**src/rtl/tn_gpio.sv**
```systemverilog
// Memory-mapped GPIO controller for the SERV data bus: output/direction registers,
// synchronised input readback, atomic set/clear/toggle and rising-edge interrupt capture.
module tn_gpio #(
  parameter int               WIDTH       = 8,
  parameter logic [WIDTH-1:0] OUT_INV     = '0,
  parameter int               SYNC_STAGES = 2
) (
  input  logic             clk,
  input  logic             i_rst,
  input  logic [31:0]      i_adr,
  input  logic [31:0]      i_dat,
  input  logic [3:0]       i_sel,
  input  logic             i_we,
  input  logic             i_cyc,
  output logic [31:0]      o_rdt,
  output logic             o_ack,
  input  logic [WIDTH-1:0] i_gpio_in,
  output logic [WIDTH-1:0] o_gpio_out,
  output logic [WIDTH-1:0] o_gpio_oe,
  output logic             o_irq
);

  logic [WIDTH-1:0] out_q, out_d;
  logic [WIDTH-1:0] oe_q, oe_d;
  logic [WIDTH-1:0] ie_q, ie_d;
  logic [WIDTH-1:0] is_q, is_d;
  logic [WIDTH-1:0] prev_q;
  logic [SYNC_STAGES-1:0][WIDTH-1:0] sync_q;
  logic             ack_q, ack_d;
  logic [31:0]      rdt_q, rdt_d;

  logic [31:0]      bmask, d;
  logic [WIDTH-1:0] d_w, m_w, rd_w, w1c, sync_last, rise;
  logic             commit, wr;

  // Address bits outside [4:2] and data bits above WIDTH are intentionally ignored.
  logic unused_bits;
  assign unused_bits = ^{i_adr[31:5], i_adr[1:0], d, bmask};

  always_comb begin
    bmask     = {{8{i_sel[3]}}, {8{i_sel[2]}}, {8{i_sel[1]}}, {8{i_sel[0]}}};
    d         = i_dat & bmask;
    d_w       = d[WIDTH-1:0];
    m_w       = bmask[WIDTH-1:0];
    commit    = i_cyc & ~ack_q;
    wr        = commit & i_we;
    sync_last = sync_q[SYNC_STAGES-1];
    rise      = sync_last & ~prev_q;
    out_d     = out_q;
    oe_d      = oe_q;
    ie_d      = ie_q;
    w1c       = '0;
    rd_w      = '0;
    case (i_adr[4:2])
      3'd0: begin
        rd_w = out_q;
        if (wr) out_d = (out_q & ~m_w) | d_w;
      end
      3'd1: begin
        rd_w = oe_q;
        if (wr) oe_d = (oe_q & ~m_w) | d_w;
      end
      3'd2: rd_w = sync_last;
      3'd3: if (wr) out_d = out_q | d_w;
      3'd4: if (wr) out_d = out_q & ~d_w;
      3'd5: if (wr) out_d = out_q ^ d_w;
      3'd6: begin
        rd_w = ie_q;
        if (wr) ie_d = (ie_q & ~m_w) | d_w;
      end
      default: begin
        rd_w = is_q;
        if (wr) w1c = d_w;
      end
    endcase
    // A fresh edge outranks a simultaneous write-1-to-clear on the same bit.
    is_d  = (is_q & ~w1c) | rise;
    ack_d = commit;
    rdt_d = '0;
    if (commit) rdt_d[WIDTH-1:0] = rd_w;
  end

  always_ff @(posedge clk or posedge i_rst) begin
    if (i_rst) begin
      out_q  <= '0;
      oe_q   <= '0;
      ie_q   <= '0;
      is_q   <= '0;
      prev_q <= '0;
      sync_q <= '0;
      ack_q  <= 1'b0;
      rdt_q  <= '0;
    end else begin
      out_q  <= out_d;
      oe_q   <= oe_d;
      ie_q   <= ie_d;
      is_q   <= is_d;
      prev_q <= sync_last;
      sync_q <= {sync_q[SYNC_STAGES-2:0], i_gpio_in};
      ack_q  <= ack_d;
      rdt_q  <= rdt_d;
    end
  end

  assign o_ack      = ack_q;
  assign o_rdt      = rdt_q;
  assign o_gpio_out = out_q ^ OUT_INV;
  assign o_gpio_oe  = oe_q;
  assign o_irq      = |(is_q & ie_q);

endmodule
```
**config.mk**
```make
export PLATFORM = sky130hd
export DESIGN_NAME = tn_gpio
export DESIGN_NICKNAME = d
export VERILOG_FILES = /design/src/rtl/tn_gpio.sv
export SDC_FILE = /design/constraint.sdc
export NUM_CORES = 1
export LEC_CHECK = 0
export CAP_MARGIN = 0
export CORE_UTILIZATION = 38
export DETAILED_ROUTE_END_ITERATION = 16
export DONT_BUFFER_PORTS = 1
export MAX_ROUTING_LAYER = met4
export SYNTH_ARGS = -nofsm -noshare
export SYNTH_HDL_FRONTEND = slang
export SYNTH_SLANG_ARGS = --single-unit
```
**constraint.sdc**
```tcl
create_clock -name clk -period 5.2 [get_ports clk]
set_input_delay 1.3 -clock clk [delete_from_list [all_inputs] [get_ports clk]]
set_output_delay 1.3 -clock clk [all_outputs]
set_load 0.01 [all_outputs]
```
* After elaboration in Yosys (flattened, before gate mapping)
Index checks and enable logic that the tools add are counted.
** Operators by class
- Reduce and logical (&&, ||, !) cells :: 8
- Muxes and demuxes :: 9
- $lt $le $gt $ge :: 0
- Equality and inequality tests :: 10
- Shift-type cells :: 0
- Divide/modulo/power cells :: 0
- $mul :: 0
- Bitwise gates (word level) :: 21
- Add/subtract/negate cells :: 0
** Operators by type and width (count)
- AND 8 bit :: 8
- two-way mux 8 bit :: 7
- bitwise OR 8 bit :: 5
- case mux 8 bit (5 select lines) :: 1
- inverter 8 bit :: 4
- case mux 8 bit (4 select lines) :: 1
- == test 3 bit (second input constant) :: 3
- inequality test 2 bit (second input constant) :: 4
- OR reduction 8 bit :: 1
- bitwise XOR 8 bit :: 1
- OR reduction 7 bit :: 1
- == test 3 x 2 -> 1 bit (second input constant) :: 2
- AND reduction 5 bit :: 1
- AND reduction 2 bit :: 2
- nonzero test 4 bit :: 1
- == test 3 x 1 -> 1 bit (second input constant) :: 1
- logical NOT 3 bit :: 1
- OR reduction 3 bit :: 1
- AND 1 bit :: 2
- inverter 1 bit :: 1
** Word-level totals
- Input bits :: 80
- Bits in latches :: 0
- Bits in registers :: 65
- Memories :: 0
- ROM bits :: 0
- Bits in writable memories :: 0
- Logic and storage cells :: 57

* Longest topological paths before layout
Gate-level depths: netlist of the first run.
- Depth in word-level cells :: 8
- Mapped depth :: 7
- Depth with buffers taken out :: 6

* Worst setup path before layout of the first run
Ideal clock, no wire load.
- Path type :: input to register
- Start :: input port i_sel[0]
- End :: register with a tool-made name
- Setup slack :: 2.738 ns
- Stages on the path :: 5
- Setup time :: 0.125 ns
- Path buffers :: 2
- Data required time :: 5.075 ns
- Arrival :: 2.337 ns
- Path through :: buf_6 > nand4b_4 > or3_1 > buf_6 > mux2_4
** RTL lines
- start, declared :: RTL line 12 : input logic [3:0] i_sel,

* Worst setup path after layout of the first run
- Start :: register is_q[6]
- End :: output port o_irq
** On the way
- Longest elaborated chain between the ends :: 2
** Ends and longest elaborated chain
- start, declared :: RTL line 26 : logic [WIDTH-1:0] is_q, is_d;
- start signal, assigned :: RTL line 97 : is_q <= is_d;
- AND 8 bit :: RTL line 109 : assign o_irq = |(is_q & ie_q);
- OR reduction 8 bit :: RTL line 109
- end, declared :: RTL line 20 : output logic o_irq
No other way between the ends.

==> flow_summary.json, run 1 <==
{
  "crit_arrival_ns": 1.23,
  "grt_pass1_wl_mm": 10.1,
  "wl_per_cell_um": 17.1,
  "slew-limit-headroom_pct": 38.9,
  "synth_area_um2": 3040,
  "register_area_um2": 1630,
  "rows": 32,
  "vias_per_cell": 5.12,
  "vias": 1854,
  "critPathTopFamily": "flip-flops",
  "diodes": 0,
  "total_power_mw": 1.12,
  "hold_path_class": "reg2reg",
  "critical_path_class": "reg2out",
  "dr.pass1.iters": 4,
  "multi_input_area_um2": 1200,
  "die_h_um": 91.4,
  "syn-instance-count": 256,
  "status": "finished clean",
  "n_fill_cell": 743,
  "max_freq_mhz": 395,
  "synthArstFlopShare_pct": 100,
  "drc": 0,
  "post-cts-setup-buffer-count": 0,
  "vdd_ir_drop_max_uv": 121,
  "path_buf_inv": 0,
  "powerDensity_nw_per_um2": 355,
  "worstPathCellList": "a22oi_1 -> nand4_1",
  "cts_root_buf": "clkbuf_8",
  "io_pins": 130,
  "cp_data_required_time_ns": 3.90,
  "post_synth_num_cell_types": 34,
  "die_w_um": 91.4,
  "tightest_slew_ns": 0.913,
  "dp_slack_ns": 2.57,
  "slowest_delay_ns": 0.40,
  "startpoint_type": "flip-flop",
  "layout.nets": 343,
  "grt_max_degree": 66,
  "port_buffers": 0,
  "finClkSkew_ns": 0.00955,
  "drv_slew": 0,
  "final_util_pct": 40.9,
  "wl_mm": 6.20,
  "final_antenna_net_count": 0,
  "final_cell_mix": "dfrtp_1 (65), conb_1 (24), nand2_1 (23)",
  "start_util_pct": 39.3,
  "drive_above_1_share_pct": 15.4,
  "cap_viol_max_count": 0,
  "critPathMaxFanout": 3,
  "synth_area_per_cell_um2": 11.9,
  "first_iter_violations": 90,
  "grt_usage_pct": 16.5,
  "holdBufCountCts": 0,
  "synth-edff-count": 0,
  "cellLeakagePower_nw": 1.47,
  "crit_path_end_kind": "primary output",
  "dieArea_um2": 8360,
  "finalWeightedCongestion": 0.744,
  "design.core.area_um2": 7730,
  "antenna_found_initial": 0,
  "rsz0062_at_grt": "false",
  "area_delta_synth_final_pct": 3.91,
  "clock_path_buffers": 2,
  "grt_pass1_vias": 1869,
  "fin_crit_sh_pct": 48.7,
  "setup_viol": 0,
  "dp_hpwl_mm": 4.31,
  "period_needed_ns": 2.53,
  "hold_viol_final": 0,
  "setup_tns_ns": 0,
  "final_common_cell": "dfrtp_1",
  "seq_area_frac_synth_pct": 53.5,
  "synth_ff_type": "dfrtp_1",
  "slowest_stage": "dfrtp_1",
  "cts_sinks": 65,
  "fin_ws_ns": 2.67,
  "clk_latency_ns": 0.34,
  "yosysWarnings": 0,
  "ys_ff_latch": 65,
  "cts_inserted_buffers": 9,
  "htreeDepth": 3,
  "overflow": 0,
  "cts_tree": "built",
  "ctsResizeCount": 0,
  "clkTransAtPathRegs_ns": 0.07
}
[logic make-up after synthesis]
kind of cell             count (synthesis)  share of synthesized area (%)
multiplexers                            24                           9.76
buffers and inverters                   47                           9.84
AND/OR/NAND/NOR                         49                           8.61
flip-flops                              65                           53.5
adder cells (fa/ha/maj)                  8                           3.30
XOR/XNOR                                 1                          0.288
AO/OA/AOI/OAI                           61                           14.5
other                                    1                          0.123
[power by group]
part	total (mW)	switching [mW]	internal [mW]
Combinational	0.139	0.0662	0.0731
Clock	0.358	0.188	0.170
Sequential	0.623	0.0658	0.557
[area by class of cell]
class,count,share of cell area (%)
clock buffers,12,4.28
clock inverters,4,0.634
inverters,11,1.31
multi-input cells,167,38.0
flip-flops and latches,65,51.5
well taps,102,4.04
repair buffers,1,0.238
[per-layer routing]
metal	vias to the layer above	GRT usage (%)	part of all wire (%)
li1	864	-	-
met1	927	20.4	45
met2	52	23.7	46
met3	11	5.61	7.5
met4	0	8.60	1.8
met5	-	-	0
[cell usage after synthesis (all sizes together) (2+ instances only)]
cell    number  area share [%]
o21ai       14             2.3
mux2i        3            0.99
buf         34             8.2
a221oi       6             1.7
nor2         6            0.74
nor3         2            0.33
nand3        2            0.33
dfrtp       65              54
nand2       23             2.8
a22o        16             4.6
a21oi        2            0.33
nor2b        7             1.4
a31oi        3            0.62
mux2        21             8.8
a22oi        9             2.2
o211ai       5             1.2
nand2b       3            0.70
clkbuf       2            0.25
or3          2            0.41
ha           8             3.3
a211oi       5             1.2
inv         11             1.4
[final timing paths]
check                           from           end  slack (ns)  depth (start not counted)
min reg2reg                sync_q[5]  sync_last[5]        0.35                          0
min in group asynchronous      i_rst     sync_q[6]        1.06                          2
min                        sync_q[5]  sync_last[5]        0.35                          0
max in group asynchronous      i_rst       is_q[7]        3.57                          2
max                          is_q[6]         o_irq        2.67                          2
max reg2reg                    o_ack     flip-flop        3.39                          3
[per-stage QoR]
stage / instances / hold WS [ns] / area [um2]
3_5_place_dp: 346 / 0.335 / 3000
2_1_floorplan: 279 / 0.331 / 3120
6_report: 362 / 0.348 / 3160
4_1_cts: 362 / 0.350 / 3160
3_3_place_gp: 346 / 0.335 / 3000
5_1_grt: 362 / 0.361 / 3160
Power figures use the tool's default switching activity.
==> inputs of run 2 (changes only) <==
clock period = 2.16 ns   (was 5.2 ns; I/O delays follow)
==> flow_summary.json, run 2 (synthesis results as in run 1) <==
{
  "status": "finished clean",
  "cp_data_required_time_ns": 2.38,
  "hold_viol_final": 0,
  "io_pins": 130,
  "finalWeightedCongestion": 0.790,
  "cellLeakagePower_nw": 1.52,
  "layout.nets": 347,
  "fin_ws_ns": 0.335,
  "antenna_found_initial": 0,
  "die_w_um": 91.4,
  "crit_arrival_ns": 2.05,
  "start_util_pct": 39.3,
  "tightest_slew_ns": 0.595,
  "area_delta_synth_final_pct": 7.66,
  "drc": 0,
  "dp_hpwl_mm": 4.42,
  "final_util_pct": 42.3,
  "design.core.area_um2": 7730,
  "clkTransAtPathRegs_ns": 0.07,
  "setup_tns_ns": 0,
  "final_antenna_net_count": 0,
  "final_common_cell": "dfrtp_1",
  "vias": 1858,
  "clk_latency_ns": 0.34,
  "grt_max_degree": 46,
  "dieArea_um2": 8360,
  "fin_crit_sh_pct": 84.5,
  "final_cell_mix": "dfrtp_1 (65), conb_1 (24), nand2_1 (23)",
  "dp.cells": 350,
  "die_h_um": 91.4,
  "overflow": 0,
  "first_iter_violations": 107,
  "vias_per_cell": 5.08,
  "period_needed_ns": 1.83,
  "drv_slew": 0,
  "rsz0062_at_grt": "false",
  "grt_pass1_vias": 1888,
  "multi_input_area_um2": 1200,
  "clock_path_buffers": 2,
  "port_buffers": 0,
  "startpoint_type": "flip-flop",
  "worstReg2RegEnd": "o_gpio_out[7]",
  "n_fill_cell": 722,
  "critical_path_class": "reg2reg",
  "dr.pass1.iters": 4,
  "wl_per_cell_um": 16.8,
  "cts_root_buf": "clkbuf_8",
  "cts_inserted_buffers": 9,
  "drive_above_1_share_pct": 16.7,
  "htreeDepth": 3,
  "rows": 32,
  "rr_worst_depth": 5,
  "critPathMaxFanout": 8,
  "dp_slack_ns": 0.335,
  "r2r_slack_ns": 0.33,
  "vdd_ir_drop_max_uv": 248,
  "total_power_mw": 3.00,
  "register_area_um2": 1630,
  "holdBufCountCts": 0,
  "diodes": 0,
  "powerDensity_nw_per_um2": 916,
  "cts_sinks": 65,
  "cts_tree": "built",
  "hold_path_class": "in2async",
  "cap_viol_max_count": 0,
  "max_freq_mhz": 548,
  "setup_viol": 0,
  "ctsResizeCount": 0,
  "finClkSkew_ns": 0.0101,
  "rr_startpoint": "o_ack",
  "post-cts-setup-buffer-count": 0,
  "grt_usage_pct": 16.4,
  "fin_cells": 366,
  "crit_path_end_kind": "flip-flop",
  "grt_pass1_wl_mm": 9.96,
  "wl_mm": 6.14,
  "slew-limit-headroom_pct": 60.4
}
==> run 2: cell count changes in the layout (fill, tap and decap cells not counted), sizes merged <==
cell / before / now
buf: 1 / 5
bufinv: 0 / 2
clkbuf: 12 / 14
clkinv: 4 / 0
clkinvlp: 0 / 1
inv: 11 / 10
==> run 2: how the worst max path moves through the flow <==
| stage | startpoint | to | cells past startpoint |
|---|---|---|---|
| finish | o_ack | o_gpio_out[7] | 5 |
| global route | o_ack | o_gpio_out[1] | 5 |
| global placement | i_sel[0] | flip-flop | 3 |
| CTS | o_ack | o_gpio_out[7] | 5 |
| floorplan | i_sel[0] | flip-flop | 5 |
| detailed placement | o_ack | o_gpio_out[1] | 5 |
==> run 2: area by class of cell <==
class,count,share of cell area (%)
Clock buffer,14,4.97
Clock inverter,2,1.84
Inverter,11,1.38
Multi-Input combinational cell,167,36.6
Sequential cell,65,49.7
Tap cell,102,3.90
Timing Repair Buffer,5,1.53
==> run 2: metrics by stage <==
stage	hold slack (ns)	cell area, um2
3_5_place_dp	0.335	3050
3_3_place_gp	0.335	3050
6_report	0.101	3270
2_1_floorplan	0.331	3130
4_1_cts	0.107	3270
5_1_grt	0.121	3270
==> run 2: per-layer routing <==
metal	track usage, %	routed length [um]
met1	20.0	2790
met2	23.2	2770
met3	6.95	438
met4	8.07	139
met5	-	0
==> run 2: critical path, stage by stage (launching register included) <==
cell,delay (ns)
dfrtp_1,0.43
nand2b_2,0.27
inv_2,0.13
nand2_1,0.09
or3_1,0.50
a22o_1,0.28
==> run 2: power by group <==
group	internal [mW]	switching (mW)	total, mW
clock	0.715	0.439	1.15
sequential	1.34	0.155	1.50
combinational	0.183	0.162	0.345
total	2.24	0.757	3.00
==> inputs of run 3 (changes only) <==
clock period = 1.6 ns   (was 2.16 ns; I/O delays follow)
==> flow_summary.json, run 3 (synthesis results as in run 1) <==
{
  "status": "finished clean",
  "overflow": 0,
  "clock_path_buffers": 2,
  "clkTransAtPathRegs_ns": 0.07,
  "cellLeakagePower_nw": 1.56,
  "wl_mm": 6.44,
  "slew-limit-headroom_pct": 62.2,
  "grt_max_degree": 37,
  "dr.pass1.iters": 4,
  "critical_path_class": "reg2out",
  "cts_tree": "built",
  "dp_hpwl_mm": 4.56,
  "rsz0062_at_grt": "true",
  "total_power_mw": 3.68,
  "grt_pass1_vias": 1876,
  "crit_arrival_ns": 1.19,
  "die_h_um": 91.4,
  "period_needed_ns": 1.59,
  "final_cell_mix": "dfrtp_1 (65), conb_1 (24), nand2_1 (23)",
  "vias": 1896,
  "finClkSkew_ns": 0.00846,
  "fin_crit_sh_pct": 99.4,
  "tightest_slew_ns": 0.566,
  "hold_viol_final": 0,
  "vias_per_cell": 5.04,
  "final_antenna_net_count": 0,
  "cts_inserted_buffers": 9,
  "rows": 32,
  "fin_area_um2": 3350,
  "final_common_cell": "dfrtp_1",
  "drive_above_1_share_pct": 21.5,
  "io_pins": 130,
  "critPathMaxFanout": 3,
  "htreeDepth": 3,
  "dieArea_um2": 8360,
  "setup_tns_ns": 0,
  "cp_data_required_time_ns": 1.20,
  "clk_latency_ns": 0.34,
  "placed_area_um2": 3150,
  "finalWeightedCongestion": 0.780,
  "diodes": 0,
  "layout.nets": 360,
  "cts_root_buf": "clkbuf_8",
  "start_util_pct": 39.3,
  "drc": 0,
  "max_freq_mhz": 629,
  "die_w_um": 91.4,
  "grt_usage_pct": 17.4,
  "drv_slew": 0,
  "cap_viol_max_count": 0,
  "port_buffers": 0,
  "grt_pass1_wl_mm": 10.4,
  "design.core.area_um2": 7730,
  "vdd_ir_drop_max_uv": 343,
  "wl_per_cell_um": 17.1,
  "powerDensity_nw_per_um2": 1100,
  "startpoint_type": "flip-flop",
  "hold_path_class": "in2reg",
  "setup_viol": 0,
  "crit_path_end_kind": "primary output",
  "area_delta_synth_final_pct": 10.3,
  "cts_sinks": 65,
  "first_iter_violations": 97,
  "antenna_found_initial": 0
}
[run 3: cell count changes in the layout (fill, tap and decap cells not counted), moves of 2 or more]
cell,change
buf_4,+9
a22oi_1,-3
a22oi_2,+3
buf_12,+2
bufinv_16,-2
[run 3: worst paths after layout]
| kind | slack, ns | endpoint | depth (start not counted) | startpoint |
|---|---|---|---|---|
| setup / recovery | 0.01 | o_irq | 2 | is_q[2] |
| hold reg to reg | 0.35 | sync_last[6] | 0 | sync_q[6] |
| max in group asynchronous | 0.52 | sync_last[2] | 3 | i_rst |
| min in group asynchronous | 0.60 | async pin | 2 | i_rst |
| hold / removal | 0.09 | sync_q[1] | 0 | i_gpio_in[1] |
| setup reg to reg | 0.05 | flip-flop | 5 | o_ack |
[run 3: cell type report]
type | count | area (um2)
tap | 102 | 128
multi-input combinational | 167 | 1220
clock buffer | 12 | 145
fill | 721 | 4380
sequential | 65 | 1630
timing repair buffer | 18 | 179
clock inverter | 1 | 5.00
inverter | 11 | 45.0
[run 3: report_power, final]
group / switching, mW / leakage (nW) / internal, mW
Combinational: 0.237 / 0.694 / 0.284
Clock: 0.564 / 0.0782 / 0.577
Sequential: 0.209 / 0.783 / 1.81
[run 3: timing repair]
item / 4_1_cts / 5_1_grt
setup endpoints to repair: 8 / 9
buffers inserted: 0 / 2
endpoints found under the hold margin: 0 / 1
gates cloned: 0 / 0
resized for setup: 4 / 2
hold buffers: 0 / 1
pin swaps: 1 / 1
[run 3: layer usage]
layer  track usage, %  vias to the layer above  part of all wire, %
li1                 -                      891                    -
met1             21.7                      941                   46
met2             24.9                       59                   46
met3             8.12                        5                  6.5
met4             5.82                        0                 0.78
met5                -                        -                    0
[run 3: stage by stage]
step	instances	utilization (%)	hold slack (ns)	setup WS (ns)
2_1_floorplan	279	-	0.331	0.0236
6_report	376	43.3	0.0914	0.0102
4_1_cts	373	42.9	0.00422	-0.0178
5_1_grt	376	43.3	0.0534	-0.0747
3_3_place_gp	360	40.7	0.334	0.0154
3_5_place_dp	360	40.7	0.335	-0.0132
[run 3: critical path: stages (launching register included)]
cell	delay, ns
dfrtp_1	0.40
a22oi_2	0.21
nand4_1	0.23
==> variant 1 (settings of run 2) <==
Set the parameter `WIDTH` to 12 (it was 8).
--- a/src/rtl/tn_gpio.sv
+++ b/src/rtl/tn_gpio.sv
@@ -1,7 +1,7 @@
 // Memory-mapped GPIO controller for the SERV data bus: output/direction registers,
 // synchronised input readback, atomic set/clear/toggle and rising-edge interrupt capture.
 module tn_gpio #(
-  parameter int               WIDTH       = 8,
+  parameter int               WIDTH       = 12,
   parameter logic [WIDTH-1:0] OUT_INV     = '0,
   parameter int               SYNC_STAGES = 2
 ) (
Interface: changed (resized i_gpio_in, o_gpio_oe and o_gpio_out); port bits go from 130 to 142. The function was not compared with the original's and may differ.
==> variant 1 against run 2 <==
- critical endpoint is now o_irq
- design area rose by 44%
- largest power group unchanged
- synthesized cell count rose by 45%
- via count rose by 52%
- wire length rose by 63%
- count of clock-buffer cells in the layout fell by 4
- sequential power rose by 49%
- sequential cell count rose by 32
- total power rose by 46%
- largest cell class unchanged
- area after synthesis rose by 42%
- cell count rose by 41%
- worst setup slack got worse by 0.21 ns
==> variant 1: results (changes against run 2) <==
[synth]
sequential_share_of_the_synthesized_area_pct=56.3  ; was 53.5%
post_synth_main_area_contributors=sky130_fd_sc_hd__dfrtp_1 56%, sky130_fd_sc_hd__mux2_2 6.3%, sky130_fd_sc_hd__o21ai_0 5.5%  ; was sky130_fd_sc_hd__dfrtp_1 54%, sky130_fd_sc_hd__buf_4 6.7%, sky130_fd_sc_hd__mux2_2 4.8%
yosys-top-cells-count=97 x sky130_fd_sc_hd__dfrtp_1, 47 x sky130_fd_sc_hd__o21ai_0, 33 x sky130_fd_sc_hd__nand2_1  ; was 65 x sky130_fd_sc_hd__dfrtp_1, 27 x sky130_fd_sc_hd__buf_4, 23 x sky130_fd_sc_hd__nand2_1
post_synth_num_cell_types=32  ; was 34

[setup_path]
cpPeakStageDelay_ns=0.41  ; was 0.50 ns
reg2reg_slack_ns=0.37  ; was 0.33 ns
critical-path-slowest-cell=sky130_fd_sc_hd__dfrtp_1  ; was sky130_fd_sc_hd__or3_1
reg2regPathDepth=4  ; was 5
critPathTopFamily=compound AO/OA/AOI/OAI gates  ; was simple AND/OR/NAND/NOR gates
timing.critical_path.arrival_ns=1.49  ; was 2.05 ns
cp_max_fo=3  ; was 8

[layout]
antenna-diode-count=0  ; unchanged
finalNetCount=467  ; was 347

[sta]
clock-skew-final_ns=0.00866  ; was 0.0101 ns
worstMarginPinSlew_ns=0.763  ; was 0.595 ns

[pwr]
p_leak_nw=2.06  ; was 1.52 nW
ir_worst_vdd_mv=0.464  ; was 0.248 mV

[detailed_routing]
dr.first_iter.drc_count=120  ; was 107
detail_route.wl_per_cell_um=19.3  ; was 16.8 um
routed_via_density=5.46  ; was 5.08

[clock_tree]
root_buffer=sky130_fd_sc_hd__clkbuf_16  ; was sky130_fd_sc_hd__clkbuf_8

[grt]
globalRouteTotalUtil_pct=18.9  ; was 16.4%
largest_net_degree_at_the_start_of_global_routing=56  ; was 46
grt_pass1_vias=2912  ; was 1888

[status]
status=finished, final reports clean  ; unchanged

[placed_design]
detailedPlacementHpwl_um=6760  ; was 4420 um
gp_congestion=0.804  ; was 0.790

variant 1: area by class of cell:
class                   instances  area, um2
fillers                      1028       6240
repair buffers                  8       60.1
multi-input cells             241       1670
flip-flops and latches         97       2430
inverters                      14       56.3
clock inverters                 6       75.1
clock buffers                  10        239
well taps                     140        175
variant 1: worst max-delay path by stage:
stage | start | endpoint | cells after the start
global placement | i_we | flip-flop | 4
finish | is_q[7]$_DFF_PP0_ | o_irq | 3
CTS | is_q[9]$_DFF_PP0_ | o_irq | 3
detailed placement | i_we | flip-flop | 4
global route | is_q[7]$_DFF_PP0_ | o_irq | 3
floorplan | i_rst | async pin | 1
variant 1: logic make-up after synthesis:
group / synth area share (%)
compound gates: 15.8
flops: 56.3
simple gates: 9.80
buf+inv: 6.90
mux: 7.66
fa+ha+maj: 3.48
other cells: 0.0869
variant 1: where the power goes:
part,switching (W),leakage [nW],internal [W],total (W)
logic,0.000234,0.739,0.000242,0.000476
clock network,0.000721,0.151,0.000946,0.00167
registers,0.000237,1.17,0.00200,0.00224
variant 1: stage by stage:
step	setup slack [ns]	std cells	utilization (%)	power [W]	area, um2
2_1_floorplan	0.472	391	-	0.00265	4390
3_3_place_gp	0.336	500	40.0	0.00273	4380
3_5_place_dp	0.281	500	40.0	0.00275	4380
4_1_cts	0.0241	516	42.9	0.00442	4690
5_1_grt	0.0176	516	43.0	0.00459	4700
6_report	0.126	516	43.0	0.00438	4700
variant 1: routing by layer:
metal | wire (um) | GRT usage [%] | up-vias
met5 | 0 | - | -
met3 | 576 | 5.30 | 17
met1 | 4440 | 23.1 | 1426
met4 | 159 | 7.24 | 0
met2 | 4800 | 29.7 | 81
li1 | - | - | 1295
==> variant 2 (settings of run 2) <==
Made on the original files. Reset style: synchronous (`i_rst`), changed in one clocked block.
--- a/src/rtl/tn_gpio.sv
+++ b/src/rtl/tn_gpio.sv
@@ -80,7 +80,7 @@
     if (commit) rdt_d[WIDTH-1:0] = rd_w;
   end
 
-  always_ff @(posedge clk or posedge i_rst) begin
+  always_ff @(posedge clk) begin
     if (i_rst) begin
       out_q  <= '0;
       oe_q   <= '0;
Formal check against the unedited RTL: differs if i_rst is asserted again (counterexample within 4 cycles, from zero or initial values and one cycle with i_rst high); with i_rst held inactive, the same outputs for 10 cycles.
==> variant 2 against run 2 <==
- area after synthesis fell by 2.7%
- first-iteration DRC count rose by 41%
- critical path type is now flip-flop to primary output
- largest cell class is now multi-input gates
- design area fell by 3.9%
- wire length fell by 0.20%
- die area fell by 2.6%
- worst setup slack improved by 0.13 ns
- critical endpoint is now o_irq
- synthesized cell count rose by 27%
- via count rose by 15%
- sequential cell count did not move
Power is not compared: it rests on default switching activity, and its combinational part moved more than twofold at a synthesized area within 25%.
==> variant 2: results (changes against run 2) <==
[status]
status=finished, final reports clean  ; unchanged

[layout]
drive_above_1_share_pct=7.43  ; was 16.7%
inverters_excl_clock=2  ; was 11
non_clock_buffer_count=2  ; was 5
syn_to_final_growth_pct=6.26  ; was 7.66%
stdcell_count=422  ; was 366
register_fraction_of_the_total_cell_area_pct=41.4  ; was 49.7%

[setup_path]
crit_path_kind=flip-flop to primary output  ; was flip-flop to flip-flop
timing.critical_path.arrival_ns=1.16  ; was 2.05 ns
reg2reg_slack_ns=0.65  ; was 0.33 ns
cp_max_fo=3  ; was 8

[synth]
post_synth_fa_ha_maj_area_fraction_pct=3.39  ; was 3.29%
sequential_share_of_the_synthesized_area_pct=44.0  ; was 53.5%
yosys-top-cells-count=65 x sky130_fd_sc_hd__dfxtp_1, 39 x sky130_fd_sc_hd__nor2_1, 27 x sky130_fd_sc_hd__mux2i_1  ; was 65 x sky130_fd_sc_hd__dfrtp_1, 27 x sky130_fd_sc_hd__buf_4, 23 x sky130_fd_sc_hd__nand2_1
post_synth_num_cell_types=33  ; was 34
post_synth_xor_area_fraction_pct=0.296  ; was 0.288%
synth.cell_area_um2=2960  ; was 3040 um2
yosys-mux-area-fraction_pct=9.14  ; was 9.76%
post_synth_main_area_contributors=sky130_fd_sc_hd__dfxtp_1 44%, sky130_fd_sc_hd__mux2i_1 9.1%, sky130_fd_sc_hd__buf_4 6.6%  ; was sky130_fd_sc_hd__dfrtp_1 54%, sky130_fd_sc_hd__buf_4 6.7%, sky130_fd_sc_hd__mux2_2 4.8%
synth_async_sr_flop_share_pct=0  ; was 100%
syn-instance-count=326  ; was 256

[grt]
globalRouteTotalUtil_pct=16.0  ; was 16.4%
largest_net_degree_at_the_start_of_global_routing=53  ; was 46
grt_util_met1_pct=19.6  ; was 20.0%
global_route_wire_length_before_repair_um=9830  ; was 9960 um
grt_pass1_vias=1958  ; was 1888
global_route.usage.met3_pct=7.19  ; was 6.95%

[detailed_routing]
met1_length_um=2740  ; was 2790 um
drt_pass1_iterations=5  ; was 4
routed_via_density=5.08  ; about the same
routed_wl_um=6130  ; was 6140 um

[placed_design]
dpl_cell_area_um2=2910  ; was 3050 um2
detailedPlacementHpwl_um=4250  ; was 4420 um
gp_congestion=0.802  ; was 0.790

[sta]
layout_setup_ws_ns=0.462  ; was 0.335 ns
slew_headroom_pct=62.0  ; was 60.4%
worst_hold_slack_ns=0.267  ; was 0.101 ns
clock-skew-final_ns=0.00324  ; was 0.0101 ns

[worst_hold_path]
min-delay-path-class=primary input to flip-flop  ; was primary input to async pin

-- variant 2: cell count changes in the layout (fill, tap and decap cells not counted), moves of 15 or more --
cell,before,now
sky130_fd_sc_hd__dfrtp_1,65,0
sky130_fd_sc_hd__dfxtp_1,0,65
sky130_fd_sc_hd__nor2_1,6,39
sky130_fd_sc_hd__mux2i_1,3,27
sky130_fd_sc_hd__nor2b_1,7,25
sky130_fd_sc_hd__a21oi_1,2,18
sky130_fd_sc_hd__a22o_1,16,1
-- variant 2: worst paths after layout --
path,startpoint,to,cells past startpoint
min reg2reg,sync_q[6]$_SDFF_PP0_,sync_last[6]$_SDFF_PP0_,1
max reg2reg,o_ack$_SDFF_PP0_,flip-flop,4
max,is_q[7]$_SDFF_PP0_,o_irq,2
min,i_rst,prev_q[7]$_SDFF_PP0_,1
-- variant 2: critical path: stages, from the launching register on --
cell	delay (ns)
sky130_fd_sc_hd__dfxtp_1	0.33
sky130_fd_sc_hd__a22oi_1	0.25
sky130_fd_sc_hd__nand4_1	0.24
